===== config.mk =====
export PLATFORM = sky130hd
export DESIGN_NAME = ttl_serial_addsub_flat
export DESIGN_NICKNAME = d
export VERILOG_FILES = /design/src/rtl/ttl_alu_pkg.sv /design/src/rtl/ttl_serial_addsub_if.sv /design/src/rtl/ttl_serial_addsub_slice.sv /design/src/rtl/ttl_serial_addsub.sv /design/src/flat_wrapper.sv
export SDC_FILE = /design/constraint.sdc
export NUM_CORES = 1
export LEC_CHECK = 0
export CAP_MARGIN = 0
export CORE_MARGIN = 3
export CORE_UTILIZATION = 60
export CTS_CLUSTER_SIZE = 20
export DETAILED_ROUTE_END_ITERATION = 16
export DONT_BUFFER_PORTS = 1
export PLACE_DENSITY = 0.88
export SYNTH_ARGS = -nofsm -noshare
export SYNTH_HDL_FRONTEND = slang
export SYNTH_SLANG_ARGS = --single-unit

===== constraint.sdc =====
create_clock -name clk -period 2.1 [get_ports clk]
set_input_delay 0.42 -clock clk [delete_from_list [all_inputs] [get_ports clk]]
set_output_delay 0.42 -clock clk [all_outputs]
set_load 0.05 [all_outputs]

===== src/rtl/ttl_alu_pkg.sv =====
// Shared encodings for the slice-serial add/sub unit: operation codes and FSM states.
package ttl_alu_pkg;

  typedef enum logic [1:0] {
    OP_ADD  = 2'b00,
    OP_SUB  = 2'b01,
    OP_NEG  = 2'b10,
    OP_RSVD = 2'b11
  } op_e;

  typedef enum logic [1:0] {
    S_IDLE = 2'b00,
    S_RUN  = 2'b01,
    S_DONE = 2'b10
  } state_e;

endpackage


===== src/rtl/ttl_serial_addsub_if.sv =====
// Request/result bundle between the operand registers, the add/sub unit and the result latch.
interface ttl_serial_addsub_if #(
  parameter int WIDTH = 32
);
  logic             start;
  logic [1:0]       op;
  logic [WIDTH-1:0] a;
  logic [WIDTH-1:0] b;
  logic [WIDTH-1:0] result;
  logic             carry_out;
  logic             overflow;
  logic             zero;
  logic             busy;
  logic             done;

  modport master (
    output start, op, a, b,
    input  result, carry_out, overflow, zero, busy, done
  );

  modport slave (
    input  start, op, a, b,
    output result, carry_out, overflow, zero, busy, done
  );
endinterface


===== src/rtl/ttl_serial_addsub_slice.sv =====
// Combinational SLICE_WIDTH-bit adder modelled on a 74LS283 stage.
// PROPAGATION_DELAY documents the part's settle time; the model itself is zero-delay.
module adder_slice #(
  parameter int SLICE_WIDTH       = 4,
  parameter int PROPAGATION_DELAY = 0
) (
  input  logic [SLICE_WIDTH-1:0] a_i,
  input  logic [SLICE_WIDTH-1:0] b_i,
  input  logic                   c_i,
  output logic [SLICE_WIDTH-1:0] sum_o,
  output logic                   c_o
);

  if (PROPAGATION_DELAY < 0) begin : g_bad_delay
    $error("adder_slice: PROPAGATION_DELAY must be non-negative");
  end

  // Ripple sum of one slice plus incoming carry.
  always_comb begin
    {c_o, sum_o} = {1'b0, a_i} + {1'b0, b_i} + {{SLICE_WIDTH{1'b0}}, c_i};
  end

endmodule


===== src/rtl/ttl_serial_addsub.sv =====
// Slice-serial adder/subtractor: one slice per clock, LSB first, carry held in a flop.
// Subtract/negate are done as A + ~B + 1 with A forced to 0 for negate.
module ttl_serial_addsub
  import ttl_alu_pkg::*;
#(
  parameter int WIDTH       = 32,
  parameter int SLICE_WIDTH = 4,
  parameter int SLICE_DELAY = 0
) (
  input  logic                clk,
  input  logic                reset_n,
  ttl_serial_addsub_if.slave  bus
);

  localparam int N  = WIDTH / SLICE_WIDTH;
  localparam int IW = (N > 1) ? $clog2(N) : 1;

  if ((WIDTH % SLICE_WIDTH) != 0 || WIDTH < SLICE_WIDTH) begin : g_bad_width
    $error("ttl_serial_addsub: WIDTH must be a non-zero multiple of SLICE_WIDTH");
  end

  state_e                 state_q, state_d;
  logic [WIDTH-1:0]       a_q, a_d, b_q, b_d, res_q, res_d;
  logic [IW-1:0]          idx_q, idx_d;
  logic                   cff_q, cff_d;
  logic                   cout_q, cout_d, ovf_q, ovf_d, zero_q, zero_d, done_q, done_d;

  logic [SLICE_WIDTH-1:0] slice_sum;
  logic                   slice_co;
  logic [WIDTH-1:0]       res_shift;

  adder_slice #(
    .SLICE_WIDTH      (SLICE_WIDTH),
    .PROPAGATION_DELAY(SLICE_DELAY)
  ) u_slice (
    .a_i  (a_q[SLICE_WIDTH-1:0]),
    .b_i  (b_q[SLICE_WIDTH-1:0]),
    .c_i  (cff_q),
    .sum_o(slice_sum),
    .c_o  (slice_co)
  );

  // New slice enters the result from the MSB end; after N slices the word is aligned.
  if (N == 1) begin : g_res_one
    assign res_shift = slice_sum;
  end else begin : g_res_many
    assign res_shift = {slice_sum, res_q[WIDTH-1:SLICE_WIDTH]};
  end

  // Next-state, datapath shifts and flag capture.
  always_comb begin
    state_d = state_q;
    a_d     = a_q;
    b_d     = b_q;
    res_d   = res_q;
    idx_d   = idx_q;
    cff_d   = cff_q;
    cout_d  = cout_q;
    ovf_d   = ovf_q;
    zero_d  = zero_q;
    done_d  = 1'b0;
    case (state_q)
      S_RUN: begin
        a_d   = a_q >> SLICE_WIDTH;
        b_d   = b_q >> SLICE_WIDTH;
        res_d = res_shift;
        cff_d = slice_co;
        idx_d = idx_q + IW'(1);
        if (idx_q == IW'(N - 1)) begin
          // Top slice still holds the effective operand sign bits.
          cout_d  = slice_co;
          ovf_d   = (a_q[SLICE_WIDTH-1] == b_q[SLICE_WIDTH-1]) &&
                    (slice_sum[SLICE_WIDTH-1] != a_q[SLICE_WIDTH-1]);
          zero_d  = (res_shift == '0);
          done_d  = 1'b1;
          idx_d   = '0;
          state_d = S_DONE;
        end
      end
      default: begin
        if (bus.start) begin
          case (op_e'(bus.op))
            OP_SUB:  begin a_d = bus.a; b_d = ~bus.b; cff_d = 1'b1; end
            OP_NEG:  begin a_d = '0;    b_d = ~bus.b; cff_d = 1'b1; end
            default: begin a_d = bus.a; b_d = bus.b;  cff_d = 1'b0; end
          endcase
          idx_d   = '0;
          state_d = S_RUN;
        end else if (state_q == S_DONE) begin
          state_d = S_IDLE;
        end
      end
    endcase
  end

  // State and datapath registers with synchronous clear.
  always_ff @(posedge clk) begin
    if (!reset_n) begin
      state_q <= S_IDLE;
      a_q     <= '0;
      b_q     <= '0;
      res_q   <= '0;
      idx_q   <= '0;
      cff_q   <= 1'b0;
      cout_q  <= 1'b0;
      ovf_q   <= 1'b0;
      zero_q  <= 1'b0;
      done_q  <= 1'b0;
    end else begin
      state_q <= state_d;
      a_q     <= a_d;
      b_q     <= b_d;
      res_q   <= res_d;
      idx_q   <= idx_d;
      cff_q   <= cff_d;
      cout_q  <= cout_d;
      ovf_q   <= ovf_d;
      zero_q  <= zero_d;
      done_q  <= done_d;
    end
  end

  assign bus.result    = res_q;
  assign bus.carry_out = cout_q;
  assign bus.overflow  = ovf_q;
  assign bus.zero      = zero_q;
  assign bus.busy      = (state_q == S_RUN);
  assign bus.done      = done_q;

endmodule


===== src/flat_wrapper.sv =====
// flat-port wrapper written by rule: the top's interface ports become plain ports
module ttl_serial_addsub_flat import ttl_alu_pkg::*;
#(
  parameter int WIDTH       = 32,
  parameter int SLICE_WIDTH = 4,
  parameter int SLICE_DELAY = 0
)
  (clk, reset_n, bus_start, bus_op, bus_a, bus_b, bus_result, bus_carry_out, bus_overflow, bus_zero, bus_busy, bus_done);
  ttl_serial_addsub_if #(.WIDTH(WIDTH)) bus_i ();
  input  logic clk;
  input  logic reset_n;
  input wire logic [$bits(bus_i.start)-1:0] bus_start;
  input wire logic [$bits(bus_i.op)-1:0] bus_op;
  input wire logic [$bits(bus_i.a)-1:0] bus_a;
  input wire logic [$bits(bus_i.b)-1:0] bus_b;
  output wire logic [$bits(bus_i.result)-1:0] bus_result;
  output wire logic [$bits(bus_i.carry_out)-1:0] bus_carry_out;
  output wire logic [$bits(bus_i.overflow)-1:0] bus_overflow;
  output wire logic [$bits(bus_i.zero)-1:0] bus_zero;
  output wire logic [$bits(bus_i.busy)-1:0] bus_busy;
  output wire logic [$bits(bus_i.done)-1:0] bus_done;
  assign bus_i.start = bus_start;
  assign bus_i.op = bus_op;
  assign bus_i.a = bus_a;
  assign bus_i.b = bus_b;
  assign bus_result = bus_i.result;
  assign bus_carry_out = bus_i.carry_out;
  assign bus_overflow = bus_i.overflow;
  assign bus_zero = bus_i.zero;
  assign bus_busy = bus_i.busy;
  assign bus_done = bus_i.done;
  ttl_serial_addsub #(.WIDTH(WIDTH), .SLICE_WIDTH(SLICE_WIDTH), .SLICE_DELAY(SLICE_DELAY)) u_core (.clk(clk), .reset_n(reset_n), .bus(bus_i));
endmodule

Word-level counts from Yosys, hierarchy flattened
Cells that the tools add are included.
- add/sub/neg operators: 3
- bitwise logic cells: 2
- reductions and logical operators: 9
- muxes and demuxes: 17
- eq/ne operators: 8
- operators by type and width (operator ; count):
    $mux 28 ; 4
    $mux 32 ; 2
    $logic_not 32->1 ; 1
    $not 32->32 ; 1
    $mux 3 ; 3
    $mux 2 ; 4
    $reduce_and 2->1 ; 3
    $add 4x4->5 ; 1
    $add 5x1->5 ; 1
    $eq 2x1->1 const B ; 2
    $eq 2x2->1 const B ; 2
    $mux 1 ; 4
    $reduce_or 2->1 ; 2
    $add 3x1->3 const B ; 1
    $eq 3x3->1 const B ; 1
    $reduce_bool 3->1 ; 1
    $ne 2x1->1 const B ; 1
    $reduce_bool 2->1 ; 1
    $eq 1x1->1 ; 1
    $logic_and 1x1->1 ; 1
    $ne 1x1->1 ; 1
    $not 1->1 ; 1
- word-level logic and storage cells: 51
- output and inout bits: 37
- register bits: 106

Logic depth before layout (Yosys ltp)
- depth in word-level cells: 5
- gate-level depth with buffers: 8
- gate-level depth less buffers: 7

Cells and area by module
A second synthesis with hierarchy kept.
- cell total of the unflattened synthesis: 529
- area total of the unflattened synthesis: 4868.4 um2
- by module, submodules not included (module ; instances ; sequential area each (um2) ; area an instance (um2) ; cells an instance):
    ttl_serial_addsub ; 1 ; 2122.0 ; 4724.5 ; 513
    adder_slice ; 1 ; 0.0 ; 143.9 ; 16

Least setup slack after synthesis
No wires, ideal clock.
- path kind: flip-flop to flip-flop
- start point: register u_core.cff_q
- end point: register u_core.zero_q (netlist: u_core.bus.zero)
- arrival: 1.670 ns
- slack: 0.312 ns
- setup time: 0.118 ns
- data required time: 1.982 ns
- stages on the path, launching flop included: 8
- clock period less this slack: 1.788 ns
- cell sequence: dfxtp_1 fa_1 inv_1 fa_1 nor4b_1 and4_1 nand4_1 o21ai_1
- word-level cells in the longest chain between the ends: 2
- ends and longest elaborated chain (element ; RTL line ; text):
    start, declared ; ttl_serial_addsub.sv:25 ; logic cff_q, cff_d;
    start signal, assigned ; ttl_serial_addsub.sv:104 ; cff_q <= 1'b0;
    start signal, assigned ; ttl_serial_addsub.sv:115 ; cff_q <= cff_d;
    $add 5x1->5 ; ttl_serial_addsub_slice.sv:20 ; {c_o, sum_o} = {1'b0, a_i} + {1'b0, b_i} + {{SLICE_WIDTH{1'b0}}, c_i};
    $logic_not 32->1 ; ttl_serial_addsub.sv:74 ; zero_d = (res_shift == '0);
    end signal, assigned ; ttl_serial_addsub.sv:118 ; zero_q <= zero_d;
    end, declared ; ttl_serial_addsub.sv:26 ; logic cout_q, cout_d, ovf_q, ovf_d, zero_q, zero_d, done_q, done_d;
No other way between the ends.
A chain may end at the register's enable or synchronous reset.

Worst setup path in the final report
Same ends and word-level chain as after synthesis.

==> out/results.txt <==
result of the run - finished, final reports clean
area occupied by registers - 2120 sq um
arrival time of the worst setup path - 2.29 ns
highest clock frequency the design can meet - 506 MHz
Clk network pwr share - 0.302
xor-xnor portion of the synthesized cell area - 0.0586
worst min path class - input port to flop
share of total power in combinational logic - 0.147
Pre-antenna DRT Iters - 5
area fraction in compound gates after synthesis - 0.236
Gates resized, CTS repair - 0
MaxCap Viol Count - 0
setup fix buffers added after clock tree synthesis - 0
adder-cell share of the synthesized area - 0.0233
area inside the core boundary - 7850 sq um
number of design rule violations left after detail routing - 0
share of cells above drive strength 1 - 0.0602
number of buffers and inverters on the critical path - 1
EDFF count, synth - 0
sequential group share of total power - 0.551
flop and latch count out of synthesis - 106
Primary FF master, synth - dfxtp_1
cell with the largest stage delay on the worst path - fa_1
length in cells of the worst reg-to-reg path - 7
delay of the slowest cell on the worst path - 0.56 ns
global route overflow - 0
Net Sw Power - 0.00119 W
worst path cell trace - fa_1 > inv_1 > fa_1 > nor4b_2 > and4_1 > nand4_1 > o21ai_1
maximum vdd ir drop - 548 uV
power per cell area - 799 nW/um^2
fraction of synthesis flops using an asynchronous set or reset pin - 0
synthesized area per cell - 9.15 sq um
internal power - 0.00288 W
largest delay contributor family on the critical path - adder cells
die outline area - 9350 sq um
total number of clock tree sinks - 106
count of cells along the worst hold path - 1
classification of the worst setup path - flop to flop
max-slew headroom at the worst pin - 0.175
combined area of the multi-input logic cells - 2500 sq um
net switching share of the total power - 0.293
Required @ worst endpoint - 2.41 ns
Syn Inst Count - 539
post-route worst setup slack - 0.122 ns
Period Utilization, post-route - 0.942
total global routing track utilization - 0.220
overall via count from detail_route - 3,785
clock latency on the worst-skew pair - 0.37 ns
share of the yosys chip area belonging to registers - 0.430
layout overhead on the synthesized area - 3.27%
kind of capture point of the worst setup path - flop
simple-gate share of the synthesized area - 0.184
count of different cell masters after synthesis - 44
via count of the first global-routing pass - 3,579
global-route wire length before repair - 17.4 mm
biggest fanout along the worst timing path - 2
slew of the pin with the lowest slew margin - 1.24 ns
final-layout fill cell count - 656
multiplexer fraction of the synthesized cell area - 0.00203
Post-CTS Hold Fix Bufs - 0
antenna violations before repair - 0
number of vias per cell after detailed routing - 6.13
average wire per cell in the routed design - 16.9 um
violation count after the first detailed-routing iteration - 124
Slew Viols, Final - 0
quantity of I/O buffers inserted on ports - 0
Critical Path Source Type - flop
antenna fix cells - 0
number of levels the H-tree was split into - 3
die width - 96.7 um
maximum buffer depth of the clock tree - 2
clock skew after layout - 0.0121 ns
Num CTS Buffers - 9
standby leakage power - 2.18 nW
main combinational cell family by area after synthesis - compound AO/OA/AOI/OAI gates
Final Total Pwr - 0.00407 W
Setup violations, final - 0
post-synthesis net count - 616
worst-case setup slack after placement - -0.0351 ns
Die Span Y - 96.7 um
final worst path period need - 1.98 ns
cell mode on critical path - fa_1
CTS root buffer - clkbuf_8
GP Congestion - 0.823
number of nets with antenna violations after routing - 0
initial core utilization - 0.629
depth of the critical timing path with buffers and inverters included - 7
DPL Wire Length - 6.89 mm
number of I/O pins - 106
Post-layout nets - 587
maximum number of pins on one net before global-route repair - 100
final WL - 10.4 mm
number of rows created at floorplan - 32
cell area after technology mapping - 4930 sq um
clock tree from TritonCTS - done
CTS clock-pin slew for the worst setup and hold paths - 0.11 ns
total number of yosys warnings - 0
Final Hold Vio Count - 0
-- stage by stage --
step                utilization  setup TNS [ns]  hold slack [ns]  area [sq um]  cells
finish                    0.649               0            0.190          5090    617
global route              0.649         -0.0310            0.155          5090    617
CTS                       0.648               0            0.162          5090    617
detailed placement        0.624         -0.0478            0.480          4890    601
global placement          0.624               0            0.466          4890    601
floorplan                     -               0            0.442          4930    539
-- Yosys cell counts (all sizes together) (7+ instances only) --
| cell | instances | area (sq um) |
|---|---|---|
| nor2 | 73 | 277 |
| a21oi | 8 | 40.0 |
| inv | 7 | 31.3 |
| buf | 35 | 240 |
| o211a | 30 | 300 |
| nand2 | 69 | 259 |
| clkbuf | 14 | 52.6 |
| nor3b | 28 | 210 |
| dfxtp | 106 | 2120 |
| a221oi | 28 | 245 |
| xor2 | 32 | 280 |
| a21boi | 34 | 255 |
| a211o | 27 | 236 |
-- cell usage in the layout, fill, tap and decap left out, drive strengths merged, types with 2 or more instances in the layout --
master	instances
fa	2
o21ai	4
a21oi	8
nand2	69
o211a	30
inv	10
a22oi	3
nand3	4
nor4	5
clkbuf	9
and2	2
and3	3
nor3	2
dfxtp	106
a21boi	34
nor2b	2
nor3b	28
a211o	27
buf	9
a221oi	28
ha	6
xor2	32
nor2	73
clkinv	4
-- metal layers --
metal,wire length [um],share of wire,track usage
met1,4400,0.42,0.271
met2,5170,0.50,0.367
met3,722,0.069,0.0779
met4,119,0.011,0.0572
met5,0,0,0
-- state kept, by name (all words and copies together), names as in the netlist --
register / count
u_core.a_q: 32
u_core.b_q: 32
u_core.bus.result: 32
u_core.idx_q: 3
u_core.state_q: 2
u_core.bus.carry_out: 1
u_core.bus.done: 1
u_core.bus.overflow: 1
u_core.bus.zero: 1
u_core.cff_q: 1
-- cells by family (layout without fill, tap and decap cells) --
group / Yosys count / in the layout
adders and majority gates: 8 / 8
and+or+nand+nor: 195 / 195
muxes: 1 / 1
DFF: 106 / 106
buffers and inverters: 56 / 32
AOI/OAI and AO/OA: 140 / 140
xor gates and xnor gates: 33 / 33
-- power groups by stage --
stage	logic [W]	clock network, W	registers [W]
2_1_floorplan	0.000550	0	0.00226
3_3_place_gp	0.000569	0	0.00228
3_5_place_dp	0.000597	0	0.00229
4_1_cts	0.000600	0.00124	0.00224
5_1_grt	0.000676	0.00134	0.00226
6_report	0.000600	0.00123	0.00224
-- layout make-up --
cell class                      instances  share of cell area
Inverter                                7             0.00614
Timing Repair Buffer                    9              0.0231
Tap cell                              102              0.0250
Multi-Input combinational cell        377               0.491
Sequential cell                       106               0.417
Clock buffer                            9              0.0243
Clock inverter                          7              0.0140
-- final timing paths --
path	slack, ns	endpoint	from
max	0.12	u_core.bus.zero	u_core.cff_q
min	0.19	u_core.b_q[24]	reset_n
max reg2reg	0.12	u_core.bus.zero	u_core.cff_q
min reg2reg	0.49	u_core.idx_q[2]	u_core.idx_q[2]
Power figures use the tool's default switching activity.
